File: src/rtl/wb_byte_bridge.sv
// wb_byte_bridge: byte-serial host command/response to 32-bit Wishbone master bridge (optional timeout: WB_BRIDGE_TIMEOUT_EN)
module wb_byte_bridge #(
    parameter int unsigned TIMEOUT_CYCLES = 64
) (
    input  logic        clk,
    input  logic        rst_n,
    input  logic        cmd_valid,
    input  logic [7:0]  cmd_data,
    output logic        cmd_ready,
    output logic        rsp_valid,
    output logic [7:0]  rsp_data,
    input  logic        rsp_ready,
    output logic        wb_CYC,
    output logic        wb_STB,
    output logic        wb_WE,
    output logic [3:0]  wb_SEL,
    output logic [13:0] wb_ADR,
    output logic [31:0] wb_DAT_MOSI,
    input  logic [31:0] wb_DAT_MISO,
    input  logic        wb_ACK,
    output logic        busy
);
    typedef enum logic [2:0] {IDLE, ADR_LO, WDATA, BUS, RSP} state_t;

    state_t      state_q, state_d;
    logic        we_q, we_d;
    logic [13:0] adr_q, adr_d;
    logic [31:0] wdat_q, wdat_d;
    logic [31:0] rdat_q, rdat_d;
    logic [1:0]  bcnt_q, bcnt_d;
    logic [2:0]  left_q, left_d;
    logic        cyc_q, cyc_d;
    logic        rdy_q, rdy_d;
    logic        rv_q, rv_d;
    logic [7:0]  rd_q, rd_d;
    logic        cmd_fire, rsp_fire, tmo_hit;

    if (TIMEOUT_CYCLES < 2 || TIMEOUT_CYCLES > 255) begin : g_bad_param
        $error("TIMEOUT_CYCLES must be within 2..255");
    end

    assign cmd_fire    = cmd_valid && rdy_q;
    assign rsp_fire    = rv_q && rsp_ready;
    assign cmd_ready   = rdy_q;
    assign rsp_valid   = rv_q;
    assign rsp_data    = rd_q;
    assign wb_CYC      = cyc_q;
    assign wb_STB      = cyc_q;
    assign wb_WE       = we_q;
    assign wb_SEL      = 4'hF;
    assign wb_ADR      = adr_q;
    assign wb_DAT_MOSI = wdat_q;
    assign busy        = state_q != IDLE;

`ifdef WB_BRIDGE_TIMEOUT_EN
    localparam logic [7:0] TMO = TIMEOUT_CYCLES[7:0];
    logic [7:0] tmo_q, tmo_d;
    // ACK has priority: the abort only fires on a cycle with no ACK
    assign tmo_hit = state_q == BUS && !wb_ACK && (tmo_q + 8'd1 == TMO);
`else
    assign tmo_hit = 1'b0;
`endif

    // Next-state, frame assembly and response sequencing
    always_comb begin
        state_d = state_q;
        we_d    = we_q;
        adr_d   = adr_q;
        wdat_d  = wdat_q;
        rdat_d  = rdat_q;
        bcnt_d  = bcnt_q;
        left_d  = left_q;
        cyc_d   = cyc_q;
        rv_d    = rv_q;
        rd_d    = rd_q;
`ifdef WB_BRIDGE_TIMEOUT_EN
        tmo_d   = tmo_q;
`endif
        case (state_q)
            IDLE: if (cmd_fire) begin
                we_d    = cmd_data[7];
                adr_d   = {cmd_data[5:0], adr_q[7:0]};
                state_d = ADR_LO;
            end
            ADR_LO: if (cmd_fire) begin
                adr_d[7:0] = cmd_data;
                bcnt_d     = 2'd0;
                state_d    = we_q ? WDATA : BUS;
                cyc_d      = !we_q;
`ifdef WB_BRIDGE_TIMEOUT_EN
                tmo_d      = 8'd0;
`endif
            end
            WDATA: if (cmd_fire) begin
                wdat_d = {cmd_data, wdat_q[31:8]};
                bcnt_d = bcnt_q + 2'd1;
                if (bcnt_q == 2'd3) begin
                    state_d = BUS;
                    cyc_d   = 1'b1;
`ifdef WB_BRIDGE_TIMEOUT_EN
                    tmo_d   = 8'd0;
`endif
                end
            end
            BUS: begin
`ifdef WB_BRIDGE_TIMEOUT_EN
                tmo_d = tmo_q + 8'd1;
`endif
                if (wb_ACK || tmo_hit) begin
                    state_d = RSP;
                    cyc_d   = 1'b0;
                    rv_d    = 1'b1;
                    rd_d    = wb_ACK ? 8'h00 : 8'hEE;
                    rdat_d  = wb_DAT_MISO;
                    left_d  = (wb_ACK && !we_q) ? 3'd4 : 3'd0;
                end
            end
            RSP: if (rsp_fire) begin
                if (left_q == 3'd0) begin
                    rv_d    = 1'b0;
                    state_d = IDLE;
                end else begin
                    rd_d   = rdat_q[7:0];
                    rdat_d = {8'h00, rdat_q[31:8]};
                    left_d = left_q - 3'd1;
                end
            end
            default: state_d = IDLE;
        endcase
        rdy_d = state_d == IDLE || state_d == ADR_LO || state_d == WDATA;
    end

    // State registers; reset abandons any frame or bus cycle in flight
    always_ff @(posedge clk or negedge rst_n) begin
        if (!rst_n) begin
            state_q <= IDLE;
            we_q    <= 1'b0;
            adr_q   <= '0;
            wdat_q  <= '0;
            rdat_q  <= '0;
            bcnt_q  <= '0;
            left_q  <= '0;
            cyc_q   <= 1'b0;
            rdy_q   <= 1'b0;
            rv_q    <= 1'b0;
            rd_q    <= '0;
`ifdef WB_BRIDGE_TIMEOUT_EN
            tmo_q   <= '0;
`endif
        end else begin
            state_q <= state_d;
            we_q    <= we_d;
            adr_q   <= adr_d;
            wdat_q  <= wdat_d;
            rdat_q  <= rdat_d;
            bcnt_q  <= bcnt_d;
            left_q  <= left_d;
            cyc_q   <= cyc_d;
            rdy_q   <= rdy_d;
            rv_q    <= rv_d;
            rd_q    <= rd_d;
`ifdef WB_BRIDGE_TIMEOUT_EN
            tmo_q   <= tmo_d;
`endif
        end
    end
endmodule

File: config.mk
export PLATFORM = sky130hd
export DESIGN_NAME = wb_byte_bridge
export DESIGN_NICKNAME = d
export VERILOG_FILES = /design/src/rtl/wb_byte_bridge.sv
export SDC_FILE = /design/constraint.sdc
export NUM_CORES = 1
export LEC_CHECK = 0
export CORE_UTILIZATION = 52
export CTS_CLUSTER_DIAMETER = 60
export DETAILED_ROUTE_END_ITERATION = 7
export GPL_TIMING_DRIVEN = 0
export MAX_ROUTING_LAYER = met4
export PLACE_DENSITY = 0.82
export SETUP_SLACK_MARGIN = 0.4
export SYNTH_ARGS = -nofsm -noshare
export SYNTH_HDL_FRONTEND = slang
export SYNTH_SLANG_ARGS = --single-unit
File: constraint.sdc
create_clock -name clk -period 4.3 [get_ports clk]
set_input_delay 0.86 -clock clk [delete_from_list [all_inputs] [get_ports clk]]
set_output_delay 0.86 -clock clk [all_outputs]
set_load 0.02 [all_outputs]
==> results.json <==
{
  "status": "finished, final reports clean",
  "dieWidth_um": 91.7,
  "synth.avg_cell_area_um2": 11.1,
  "hold_path_class": "reg2reg",
  "antenna_cells": 0,
  "power_mw": 4.10,
  "insertion_delay_ps": 370,
  "cp-end-kind": "output port",
  "crit_type": "reg2out",
  "vias": 3180,
  "slowest_delay_ps": 540,
  "design_area_um2": 5600,
  "path_cells": "clkbuf_1 -> or3_1 -> clkdlybuf4s50_1",
  "layout_commonest_cell": "clkdlybuf4s50_1",
  "area_delta_synth_final_pct": 33.8,
  "netlist.area_leader.share_pct": 58.6,
  "finalSetupViolations": 0,
  "ctsResizeCount": 0,
  "rsz0062_at_grt": "false",
  "wl_per_cell_um": 15.2,
  "drc_errors": 0,
  "ys_types": 36,
  "crit_buf_inv": 2,
  "io_pins": 109,
  "gp_congestion": 0.781,
  "period_share_pct": 65.6,
  "synth_flop_cell": "dfrtp_1",
  "p_leak_nw": 2.46,
  "drt_wl_total_mm": 9.17,
  "clockBufferDepth": 2,
  "yosys.area.top_type": "dfrtp_1",
  "drive_above_1_share_pct": 18.0,
  "dp_cells": 587,
  "ys_top_cells_by_area": "dfrtp_1 (59%), mux2_2 (13%), nand2_1 (6.3%)",
  "stdcell_count": 603,
  "ys_ff_latch": 98,
  "cts_tree": "yes",
  "cts_sinks": 98,
  "initial_core_util_pct": 53.9,
  "drt-initial-drc-count": 164,
  "hold_buffers": 0,
  "period_minus_slack_ps": 2820,
  "yosys_warnings": 0,
  "cts_setup_buffers": 0,
  "clkTransAtPathRegs_ps": 100,
  "coreArea_um2": 7770,
  "finalNetCount": 544,
  "synth_edf_count": 0,
  "fin_skew_ps": 7.24,
  "hpwl_mm": 6.90,
  "fin_util_pct": 72.1,
  "dieArea_um2": 8420,
  "max_slew_margin_pct": 55.0,
  "grt_overflow": 0,
  "hold_slack_ps": 487,
  "netlist_instances": 377,
  "synthArstFlopShare_pct": 100,
  "netlist_area_um2": 4190,
  "report.final.slew_viol_count": 0,
  "via_per_inst": 5.27,
  "power_density_nw_per_um2": 733,
  "cp_top_family": "buffers and inverters",
  "worstMarginPinSlew_ps": 675,
  "dr.pass1.iters": 4,
  "grt_pass1_wl_mm": 15.5,
  "dpl_cell_area_um2": 5390,
  "worstPathRequired_ps": 3440,
  "arrival_ps": 1960,
  "htreeDepth": 3,
  "die_y_um": 91.7,
  "crit_slowest_cell": "clkdlybuf4s50_1",
  "grt_pass1_vias": 3215,
  "worst-path-max-fanout": 10,
  "portBuffers": 104,
  "setup.worst_path.start_class": "flip-flop",
  "layout_common_cells": "clkdlybuf4s50_1 (103), dfrtp_1 (98), nand2_1 (70)",
  "antenna_left": 0,
  "cap_violations": 0,
  "fmax_mhz": 355,
  "grt.total_usage_pct": 24.5,
  "finalHoldViolCount": 0,
  "grt_max_degree": 55,
  "cts_inserted_buffers": 9,
  "antenna_found_initial": 0,
  "cts.root.buffer_cell": "clkbuf_8",
  "fp-row-count": 32,
  "ir_drop_v": 0.000270,
  "synth-seq-area-share_pct": 58.6
}
## cell type report
class,instances,area (um2)
Buffer,29,180
Clock buffer,9,124
Clock inverter,7,92.6
Fill cell,543,2170
Inverter,14,52.6
Multi-Input combinational cell,239,1510
Sequential cell,98,2450
Tap cell,102,128
Timing Repair Buffer,105,1060
## sequential cells by signal, indices dropped and copies added, names as in the netlist
signal,cells
rdat_q,32
wb_DAT_MOSI,32
wb_ADR,14
rsp_data,8
left_q,3
state_q,3
bcnt_q,2
cmd_ready,1
rsp_valid,1
wb_CYC,1
wb_WE,1
## metal layers
| metal | global-route usage, % | wire, um |
|---|---|---|
| met5 | - | 0 |
| met4 | 8.59 | 131 |
| met3 | 4.56 | 537 |
| met1 | 31.1 | 4010 |
| met2 | 39.9 | 4490 |
## through the flow
stage / setup WS, ps / TNS, ps
finish: 1480 / 0
global route: 1380 / 0
detailed placement: 1540 / 0
CTS: 1460 / 0
floorplan: 2220 / 0
global placement: -1110 / -108200
## worst reg2reg max path, cell delays in order, from the launching register on
cell and delay, ps:
dfrtp_1 420, or3b_1 360, buf_2 200, nor3_2 500, buf_4 270, nand2_1 70
o21ai_0 90
## kinds of logic (layout without fill, tap and decap cells)
family	after synthesis	after routing	synth area share [%]
DFF	98	98	58.6
buffers and inverters	43	164	5.56
AOI/OAI and AO/OA	59	59	8.57
other	1	4	0.0895
and+or+nand+nor	125	125	13.4
adders and majority gates	3	3	0.896
muxes	48	48	12.9
## report_power, final
group / switching [mW] / internal, mW / total (mW)
clock: 0.348 / 0.285 / 0.634
sequential: 0.271 / 1.36 / 1.63
combinational: 0.918 / 0.925 / 1.84
## cells in the mapped netlist, types with 2 or more instances
cell type,n
dfrtp_1,98
nand2_1,70
mux2_2,47
a31oi_1,27
nor2_1,24
o21ai_0,22
inv_1,14
nand3_1,12
buf_2,9
buf_4,8
clkbuf_1,8
a21oi_1,5
buf_6,4
ha_1,3
nor2b_1,3
or3_1,2
or3b_1,2
## worst paths after layout
kind / from / end / slack (ps) / cells past startpoint
setup / recovery: state_q[1] / busy / 1480 / 3
hold / removal: rdat_q[5] / rsp_data[5] / 490 / 2
setup reg to reg: state_q[0] / rsp_data[1] / 2310 / 6
hold reg to reg: rdat_q[5] / rsp_data[5] / 490 / 2
max in group asynchronous: rst_n / rdat_q[26] / 3110 / 2
min in group asynchronous: rst_n / wb_CYC / 530 / 1
Power figures use the tool's default switching activity.
